==> src/rtl/mac_pat_chk_sat_cnt.sv <==
// Saturating up-counter with synchronous clear; clear wins over increment.
module mac_sat_cnt #(
    parameter int unsigned W = 16
) (
    input  logic         clk,
    input  logic         rstn,
    input  logic         i_clr,
    input  logic         i_inc,
    output logic [W-1:0] o_cnt
);
    logic [W-1:0] r_cnt;

    // Count up, hold at all-ones
    always_ff @(posedge clk or negedge rstn) begin
        if (!rstn) begin
            r_cnt <= '0;
        end else if (i_clr) begin
            r_cnt <= '0;
        end else if (i_inc && (r_cnt != '1)) begin
            r_cnt <= r_cnt + W'(1);
        end
    end

    assign o_cnt = r_cnt;
endmodule

==> config.mk <==
export PLATFORM = sky130hd
export DESIGN_NAME = mac_sat_cnt
export DESIGN_NICKNAME = d
export VERILOG_FILES = /design/src/rtl/mac_pat_chk_sat_cnt.sv
export SDC_FILE = /design/constraint.sdc
export NUM_CORES = 1
export LEC_CHECK = 0
export CORE_UTILIZATION = 45
export DETAILED_ROUTE_END_ITERATION = 10
export GPL_TIMING_DRIVEN = 0
export PLACE_DENSITY = 0.72
export RECOVER_POWER = 25
export SYNTH_ARGS = -nofsm -noshare
export SYNTH_HDL_FRONTEND = slang
export SYNTH_SLANG_ARGS = --single-unit
==> constraint.sdc <==
create_clock -name clk -period 3.4 [get_ports clk]
set_clock_uncertainty 0.1 [all_clocks]
set_input_delay 0.68 -clock clk [delete_from_list [all_inputs] [get_ports clk]]
set_output_delay 0.68 -clock clk [all_outputs]
set_load 0.03 [all_outputs]
======== Word-level counts from Yosys, hierarchy flattened ========
Index checks and enable logic that the tools add are counted.
word-level totals
  register bits ........................... 16
  latch bits .............................. 0
  RAM bits ................................ 0
  bits in read-only memories .............. 0
  bits of input ports ..................... 4
  word-level logic and storage cells ...... 7
  memories ................................ 0
cells by class
  add/sub/neg operators ................... 1
  $mul .................................... 0
  div/mod/pow operators ................... 0
  magnitude comparators ................... 0
  eq/ne operators ......................... 1
  shifts and indexed selects .............. 0
  mux-type cells .......................... 2
  bitwise logic cells ..................... 0
  reductions and logical operators ........ 2
operators by type and width
  operator                                        count
  2-to-1 mux 16 bit                               2
  adder 16 x 1 -> 16 bit (second input constant)  1
  != test 16 bit (second input constant)          1
  nonzero test 2 bit                              1
  logical AND 1 bit                               1

======== Depth between registers and ports, before layout ========
  depth after elaboration ................. 4
  depth in mapped cells ................... 6
  mapped depth without buffers ............ 5

======== Worst setup path before layout ========
OpenSTA, ideal clock, no wires.
  kind .................................... flip-flop to flip-flop
  start point ............................. reg r_cnt[0] (netlist: o_cnt[0])
  end point ............................... reg r_cnt[15] (netlist: o_cnt[15])
  library setup time ...................... 0.128 ns
  arrival ................................. 1.834 ns
  data required time ...................... 3.172 ns
  slack ................................... 1.339 ns
  stages on the path, launching flop included .. 6
  path buffers ............................ 0
  period minus slack after synthesis ...... 2.061 ns
  cells stage by stage .................... dfrtp_1 ha_1 nand4_2 nor4_4 nor4_1 mux2_1
between the ends
  longest elaborated chain between the ends .. 3
  elaborated cells between the ends (all ways) .. 6
  those cells by class .................... add/sub: 1; eq/ne: 1; mux: 2; reduce/logical: 2
RTL lines
  element                                                   RTL line  source
  from (decl)                                               11        logic [W-1:0] r_cnt;
  from (signal assigned)                                    20        r_cnt <= r_cnt + W'(1);
  adder 16 x 1 -> 16 bit or != test 16 bit (tied branches)  20, 19
  2-to-1 mux 16 bit or logical AND 1 bit (tied branches)    19        end else if (i_inc && (r_cnt != '1)) begin
  2-to-1 mux 16 bit or nonzero test 2 bit (tied branches)   n/a
Parallel ways exist; a longest one is shown, timed or not. The select of a mux whose other input is x is not followed.
A chain may end at the register's enable or synchronous reset.

======== Final worst setup path ========
  start point ............................. reg r_cnt[2] (netlist: o_cnt[2])
  end point ............................... out o_cnt[2]
RTL lines
  element    RTL line  source
  to (decl)  9         output logic [W-1:0] o_cnt
No word-level cell between the ends.

==> results_dict.tcl <==
set metrics [dict create \
    drtIter0Drc 15 \
    setup_viol 0 \
    critPathKind "flop to primary output" \
    required_ps 2620 \
    max_freq_mhz 440 \
    syn_nets 103 \
    ys_async_sr_fraction_pct 100 \
    hold_buffers 0 \
    hold_path.class "flop to flop" \
    synth_area_per_cell_um2 9.61 \
    cts_resized 0 \
    syn_to_final_growth_pct 26.2 \
    die_h_um 47.8 \
    fp-row-count 16 \
    r2r_start "o_cnt[0]" \
    grt_pass1_wl_um 3170 \
    slowest_stage "clkdlybuf4s50_1" \
    yosysWarnings 0 \
    hold_end "o_cnt[10]" \
    die_w_um 47.8 \
    drc_errors 0 \
    clkTransAtPathRegs_ps 90 \
    drv_cap 0 \
    finalWeightedCongestion 0.807 \
    first_global_vias 709 \
    first_pass_iters 4 \
    critPathLaunch "o_cnt[2]" \
    coreArea_mm2 0.00196 \
    fp.dieArea_mm2 0.00228 \
    hpwl_um 1590 \
    reg2reg_to "o_cnt[15]" \
    root_buffer "clkbuf_4" \
    post_cts_buffers 0 \
    yosys.area.top_type "dfrtp_1" \
    min_from "o_cnt[10]" \
    synth_top_cell_area_share_pct 42.5 \
    tritoncts "done" \
    crit_path_max_incr_delay_ps 720 \
    cp_top_family "buffers and inverters" \
    drive_above_1_share_pct 10.8 \
    pin_count 20 \
    vdd_ir_drop_max_mv 0.174 \
    largest_reg_flops 16 \
    synthTopCellsByArea "dfrtp_1 42%, a21oi_1 5.8%, o31ai_1 5.6%" \
    cp_data_arrival_time_ps 1490 \
    globalRouteOverflowTotal 0 \
    grt_antenna_before_repair 0 \
    power_per_cell_area_mw_per_mm2 273 \
    crit_buf_inv 1 \
    n_antenna_cell 0 \
    status "complete, no violations" \
    ant_nets 0 \
    final.min_clock_period_ps 2270 \
    insertion_delay_ps 290 \
    rsz0062_at_grt "no" \
    viasPerCell 6.00 \
    hold_depth 2 \
    whs_ps 513 \
    grt_max_degree 17 \
    p_leak_nw 0.463 \
    crit_path_end_kind "primary output" \
    crit_path_start_kind "flop" \
    tns_ps 0 \
    synth.cell_area_um2 942 \
    synth_flop_cell "dfrtp_1" \
    htree_levels 1 \
    synth-edff-count 0 \
    track_usage_pct 20.3 \
    start_util_pct 48.0 \
    nets 127 \
    wirelength_um 2160 \
    crit_fanout 8 \
    worst_pin_slew_ps 735 \
    yosysSeqAreaShare_pct 42.5 \
    cts_sinks 16 \
    via_count 882 \
    post_synth_num_cell_types 28 \
    reg2reg_depth 5 \
    syn_inst 98 \
    worst-r2r-setup-slack_ps 1290 \
    hold_viol 0 \
    io_buffers 19 \
    slew_violations 0 \
    ys_seq_elements 16 \
    clk_path_buf_depth 2 \
    slew_headroom_pct 50.8 \
    cts_buffers 3 \
    fin_crit_sh_pct 66.8 \
    path_cells "clkdlybuf4s50_1" \
    wl_per_cell_um 14.7 \
]
[final cells by class]
type	count	area, um2
inverter	3	11.3
timing repair buffer	19	190
buffer	5	26.3
fill	195	773
multi-input combinational	74	504
tap	27	33.8
clock buffer	3	22.5
sequential	16	400
[cells in the final DEF, fill, tap and decap left out]
cell type / Yosys / layout
clkbuf_4: 0 / 3
nor2b_1: 4 / 4
or3_1: 2 / 2
and3_1: 2 / 2
nand4_2: 1 / 1
or3_2: 1 / 1
dfrtp_1: 16 / 16
clkbuf_1: 4 / 4
nand2_1: 6 / 6
nor2_1: 4 / 4
a211oi_2: 1 / 1
inv_1: 3 / 3
and4_2: 2 / 2
mux2_1: 4 / 4
nand3b_1: 1 / 1
clkdlybuf4s50_1: 0 / 18
nor4_1: 4 / 4
ha_1: 1 / 1
o21ai_1: 3 / 3
nand4_1: 6 / 6
o211ai_2: 1 / 1
nand3_1: 3 / 3
dlygate4sd3_1: 0 / 1
or4_2: 2 / 2
o21ai_0: 1 / 1
nor4_4: 1 / 1
o31ai_1: 7 / 7
nor3_1: 1 / 1
buf_6: 1 / 1
or4_1: 5 / 5
a21oi_1: 11 / 11
[metrics by stage]
step / worst slack [ps] / cell area, um2 / total power [mW] / cells / util, %
global placement: 886 / 1170 / 0.227 / 144 / 59.4
finish: 1130 / 1190 / 0.324 / 147 / 60.6
detailed placement: 878 / 1170 / 0.227 / 144 / 59.4
global route: 1050 / 1190 / 0.335 / 147 / 60.6
floorplan: 1340 / 942 / 0.212 / 98 / -
CTS: 1140 / 1190 / 0.323 / 147 / 60.6
[synthesized netlist by cell type, types with 3 or more instances]
cell and instances:
nand2_1 6, or4_1 5, a21oi_1 11, nor2_1 4, o31ai_1 7, o21ai_1 3
nand3_1 3, nor4_1 4, nand4_1 6, dfrtp_1 16, inv_1 3, nor2b_1 4
clkbuf_1 4, mux2_1 4
[kinds of logic after synthesis]
logic type,after synthesis,share of synthesized area (%)
AND/OR/NAND/NOR,45,31.2
AO/OA/AOI/OAI,24,16.2
flip-flops,16,42.5
buffers and inverters,8,3.98
multiplexers,4,4.78
adder cells (fa/ha/maj),1,1.33
[worst max path at each step]
| stage | cells past startpoint | endpoint |
|---|---|---|
| after floorplan | 5 | o_cnt[15] |
| after global placement | 5 | o_cnt[3] |
| after detailed placement | 5 | o_cnt[3] |
| after CTS | 1 | o_cnt[2] |
| after global routing | 6 | o_cnt[12] |
| final | 1 | o_cnt[2] |
[tightest hold or removal path, cell delays in order (launching register included)]
cell,delay (ps)
dfrtp_1,430
o31ai_1,90
a21oi_1,60
[report_power, final]
part	switching [mW]	internal, mW
registers	0.00248	0.192
logic	0.0187	0.00968
clock network	0.0601	0.0412
total	0.0813	0.243
[layer usage]
layer  part of all wire, %  global-route usage [%]  vias up
met5                     0                       0        -
met4                   2.0                    11.1        0
met3                   4.5                    2.26        4
met2                    48                    33.8       25
li1                      -                       -      428
met1                    45                    25.6      425
No activity file was read; power rests on OpenSTA's default activity.
